### src/rtl/mm_pkg.sv
// Shared definitions for the 2x2 matrix multiplier datapath and its result serializer.
package mm_pkg;

    localparam int unsigned ELEM_W      = 4;
    localparam int unsigned RES_W       = 2 * ELEM_W + 1;
    localparam int unsigned FRAME_BYTES = 8;
    localparam int unsigned IDX_W       = 3;

    typedef enum logic {
        IDLE = 1'b0,
        SEND = 1'b1
    } state_e;

    // Sign-extend the low w bits of v to 16 bits.
    function automatic logic [15:0] sext16(input logic [15:0] v, input int unsigned w);
        logic [15:0] r;
        r = v;
        for (int unsigned i = 0; i < 16; i++) begin
            if (i >= w) r[4'(i)] = v[4'(w - 1)];
        end
        return r;
    endfunction

endpackage

### src/rtl/mm_result_serializer.sv
// Buffers one 2x2 result matrix and streams it as an 8-byte little-endian frame
// (c00, c01, c10, c11, each sign-extended to 16 bits) over a valid/ready byte port.
module mm_result_serializer
    import mm_pkg::*;
#(
    parameter int unsigned ELEM_W = mm_pkg::ELEM_W,
    parameter int unsigned RES_W  = 2 * ELEM_W + 1
) (
    input  logic               clk,
    input  logic               rst,
    input  logic               in_valid,
    output logic               in_ready,
    input  logic [4*RES_W-1:0] in_c,
    output logic               out_valid,
    input  logic               out_ready,
    output logic [7:0]         out_data,
    output logic               out_first,
    output logic               out_last,
    output logic [7:0]         frame_cnt
);

    localparam logic [IDX_W-1:0] LAST_IDX = IDX_W'(FRAME_BYTES - 1);

    if (RES_W > 16) begin : g_bad_res_w
        $error("mm_result_serializer: RES_W must be <= 16");
    end

    state_e               state_q, state_d;
    logic [IDX_W-1:0]     idx_q, idx_d;
    logic [4*RES_W-1:0]   frame_q, frame_d;
    logic [7:0]           cnt_q, cnt_d;
    logic                 out_valid_q, out_valid_d;
    logic [7:0]           out_data_q, out_data_d;
    logic                 out_first_q, out_first_d;
    logic                 out_last_q, out_last_d;

    // Byte k of a frame: element k/2, low half when k is even.
    function automatic logic [7:0] frame_byte(input logic [4*RES_W-1:0] f,
                                              input logic [IDX_W-1:0]   k);
        logic [RES_W-1:0] e;
        logic [15:0]      s;
        case (k[2:1])
            2'd0:    e = f[RES_W-1:0];
            2'd1:    e = f[2*RES_W-1:RES_W];
            2'd2:    e = f[3*RES_W-1:2*RES_W];
            default: e = f[4*RES_W-1:3*RES_W];
        endcase
        s = sext16(16'(e), RES_W);
        return k[0] ? s[15:8] : s[7:0];
    endfunction

    always_ff @(posedge clk or posedge rst) begin
        if (rst) begin
            state_q     <= IDLE;
            idx_q       <= '0;
            frame_q     <= '0;
            cnt_q       <= '0;
            out_valid_q <= 1'b0;
            out_data_q  <= '0;
            out_first_q <= 1'b0;
            out_last_q  <= 1'b0;
        end else begin
            state_q     <= state_d;
            idx_q       <= idx_d;
            frame_q     <= frame_d;
            cnt_q       <= cnt_d;
            out_valid_q <= out_valid_d;
            out_data_q  <= out_data_d;
            out_first_q <= out_first_d;
            out_last_q  <= out_last_d;
        end
    end

    always_comb begin
        state_d  = state_q;
        idx_d    = idx_q;
        frame_d  = frame_q;
        cnt_d    = cnt_q;
        in_ready = 1'b0;

        unique case (state_q)
            IDLE: begin
                in_ready = 1'b1;
                if (in_valid) begin
                    frame_d = in_c;
                    idx_d   = '0;
                    state_d = SEND;
                end
            end
            SEND: begin
                if (out_ready) begin
                    if (idx_q == LAST_IDX) begin
                        // Last byte leaves: refill in the same edge to avoid a bubble.
                        cnt_d    = cnt_q + 8'd1;
                        in_ready = 1'b1;
                        if (in_valid) begin
                            frame_d = in_c;
                            idx_d   = '0;
                        end else begin
                            state_d = IDLE;
                        end
                    end else begin
                        idx_d = idx_q + IDX_W'(1);
                    end
                end
            end
            default: ;
        endcase

        // Output flops are loaded from next state so they track state with no extra cycle.
        out_valid_d = (state_d == SEND);
        out_data_d  = out_valid_d ? frame_byte(frame_d, idx_d) : 8'h00;
        out_first_d = out_valid_d && (idx_d == '0);
        out_last_d  = out_valid_d && (idx_d == LAST_IDX);
    end

    assign out_valid = out_valid_q;
    assign out_data  = out_data_q;
    assign out_first = out_first_q;
    assign out_last  = out_last_q;
    assign frame_cnt = cnt_q;

endmodule

### config.mk
export PLATFORM = sky130hd
export DESIGN_NAME = mm_result_serializer
export DESIGN_NICKNAME = d
export VERILOG_FILES = /design/src/rtl/mm_pkg.sv /design/src/rtl/mm_result_serializer.sv
export SDC_FILE = /design/constraint.sdc
export NUM_CORES = 1
export LEC_CHECK = 0
export ABC_CLOCK_PERIOD_IN_PS = 3680
export CORE_UTILIZATION = 57
export CTS_CLUSTER_DIAMETER = 80
export DETAILED_ROUTE_END_ITERATION = 7
export DONT_BUFFER_PORTS = 1
export PLACE_DENSITY_LB_ADDON = 0.08
export SKIP_CTS_REPAIR_TIMING = 1
export SYNTH_ARGS = -nofsm -noshare
export SYNTH_HDL_FRONTEND = slang
export SYNTH_SLANG_ARGS = --single-unit
### constraint.sdc
create_clock -name clk -period 3.68 [get_ports clk]
set_input_delay 1.104 -clock clk [delete_from_list [all_inputs] [get_ports clk]]
set_output_delay 1.104 -clock clk [all_outputs]
set_load 0.05 [all_outputs]
==> summary.md <==
| Metric | Value |
|---|---|
| Status | finished, final reports clean |
| Fmax achieved | 0.357 GHz |
| CP Data Arrival Time | 3.01 ns |
| Placed Area | 2630 um^2 |
| First DRT Iteration DRCs | 30 |
| Hold crit path type | reg -> reg |
| First-pass GRT wire length | 7690 um |
| Post-synthesis sequential element count | 58 |
| # IOs | 60 |
| Total track usage | 21.6% |
| Sequential power share | 47.1% |
| Synthesis Warnings | 0 |
| Port Buf Inserts | 0 |
| Total wire length | 4630 um |
| Clk_skew | 0.00717 ns |
| Initial antenna violation count | 0 |
| HPWL Detailed | 3240 um |
| Max-slew violations | 0 |
| Crit end category | flip-flop |
| Final hold vios | 0 |
| Cell taking the most area after synthesis | dfrtp_1 |
| Most frequent cell after synthesis | dfrtp_1 |
| Initial Util | 59.3% |
| Util after Layout | 64.5% |
| Critical Path Fanout Max | 9 |
| Clk Tree Root Cell | clkbuf_8 |
| Final Cycle Share | 76.1% |
| Die X-Extent | 69.3 um |
| Synthesized area per cell | 15.5 um^2 |
| Placer Congestion | 0.745 |
| Layout net count | 219 |
| CTS tree | built |
| Area of the multi-input gates | 1060 um^2 |
| Clock Path Buffers | 2 |
| Register cell area after layout | 1450 um^2 |
| Vias | 1407 |
| Post-synth EDFFs | 0 |
| Distinct cells, synth | 39 |
| Post-synthesis instance total | 167 |
| Core Area | 4350 um^2 |
| Fill cells | 324 |
| Worst skew pair latency | 0.33 ns |
| Area contributors post-synth | dfrtp_1, mux2_2, mux4_1 |
| Tot Pwr | 2690 uW |
| Logic pwr share | 33.3% |
| Seq/Total Area, Yosys | 56.2% |
| CP Data Required Time | 3.89 ns |
| WL per Instance | 19.9 um |
| Worst-Margin Slew | 1.17 ns |
| Max-Cap Viols | 0 |
| Synth top area share | 56.2% |
| Sw power | 978 uW |
| Synth async-reset ratio | 100% |
| Final min period | 2.80 ns |
| Largest net degree at the start of global routing | 59 |
| Grt ovf | 0 |
| Die H | 69.3 um |
| Crit path kind | reg -> reg |
| Vias in the first global route | 1576 |
| Most used DFF post-synth | dfrtp_1 |
| Area growth syn-to-layout | 8.72% |
| Power share of the clock group | 19.6% |
| Antenna Nets Post-Route | 0 |
| DRC | 0 |
| Pre-Repair DR Iteration Count | 4 |
| Worst slew margin | 21.9% |
| Setup TNS | 0 ns |
| Top cells by count, synth | dfrtp_1, mux2_2, o21ba_1 |
| Cell area power density | 957 nW/um^2 |
| Layout cells sized above 1 | 33.7% |
| Post-route design area | 2810 um^2 |
| Peak supply drop | 567 uV |
| Clk pin slew, worst setup/hold paths | 0.06 ns |
| Critical Path Start Type | flip-flop |
| Final setup viols | 0 |
| Row count | 24 |
| Net Count, Synth | 210 |
| Post-Layout Cell Count | 233 |
| Antenna cells | 0 |
| RSZ-0062 raised after global routing | no |
| Switching share of power | 36.4% |
| Clk sinks | 58 |
| Die area | 4810 um^2 |
| CTS Buf Count | 9 |
| Placed insts | 217 |
| Leakage | 0.00130 uW |
| Post-DR vias/cell | 6.04 |
| H-tree levels | 3 |
| P_int | 1710 uW |
| Post-synthesis instance area | 2580 um^2 |
layout by cell type (no fill, tap or decap), drive strengths merged, types with 2 or more instances in the layout:
| cell type | instances |
|---|---|
| xnor2 | 5 |
| xor2 | 2 |
| nand2 | 5 |
| nand4 | 2 |
| clkbuf | 14 |
| inv | 8 |
| nor2 | 2 |
| and3 | 2 |
| a21boi | 2 |
| o21ba | 8 |
| a21oi | 2 |
| nand3 | 3 |
| dfrtp | 58 |
| ha | 3 |
| o21a | 2 |
| nor4 | 2 |
| clkinv | 2 |
| buf | 2 |
| mux4 | 8 |
| mux2 | 36 |
worst max-delay path, cell delays in order, from the launching register on:
cell,delay [ns]
dfrtp_1,0.80
nor2b_1,0.23
o32ai_1,0.12
nor2_2,0.40
inv_4,0.14
o211a_1,0.25
o31ai_2,0.51
o21ba_1,0.23
power by group through the flow:
stage               logic, uW  registers (uW)  clock network (uW)
floorplan                 753            1240                   0
global placement          867            1260                   0
detailed placement        905            1280                   0
CTS                       909            1270                 542
global route              975            1290                 574
finish                    894            1270                 527
final cells by class:
| class | instances | share of cell area, % |
|---|---|---|
| well taps | 52 | 2.32 |
| clock buffers | 14 | 6.15 |
| repair buffers | 2 | 0.535 |
| inverters | 8 | 1.25 |
| multi-input cells | 97 | 37.7 |
| clock inverters | 2 | 0.356 |
| flip-flops and latches | 58 | 51.7 |
worst paths after layout:
kind / cells after the start / from / slack [ns] / end
worst max-delay path: 7 / out_valid / 0.88 / out_data[1]
worst min-delay path: 1 / frame_q[28] / 0.49 / frame_q[28]
worst max register to register: 7 / out_valid / 0.88 / out_data[1]
worst min register to register: 1 / frame_q[28] / 0.49 / frame_q[28]
max in group asynchronous: 1 / rst / 2.00 / out_data[1]
min in group asynchronous: 1 / rst / 0.96 / frame_q[4]
registers in the layout (all words and copies together), names as in the netlist:
signal     count
out_valid      1
out_first      1
frame_q       36
frame_cnt      8
out_last       1
out_data       8
idx_q          3
stage by stage:
step	worst slack [ns]	hold WS, ns
after global routing	0.647	0.509
final	0.881	0.492
after global placement	0.582	0.473
after floorplan	0.960	0.450
after detailed placement	0.573	0.479
after CTS	0.792	0.497
cell families (layout without fill, tap and decap cells):
group	count (synthesis)	in the layout	share of synthesized area (%)
AO/OA/AOI/OAI	23	23	8.33
XOR/XNOR	7	7	2.37
adder cells (fa/ha/maj)	3	3	1.45
buffers and inverters	12	26	3.10
flip-flops	58	58	56.2
multiplexers	45	45	24.4
AND/OR/NAND/NOR	19	19	4.21
per-layer routing:
metal	vias to the layer above	part of all wire [%]	GRT usage (%)
met4	0	1.9	10.4
met2	44	51	35.0
met5	-	0	0
met1	717	42	25.8
li1	638	-	-
met3	8	5.1	7.70
(Power assumes the default switching activity.)
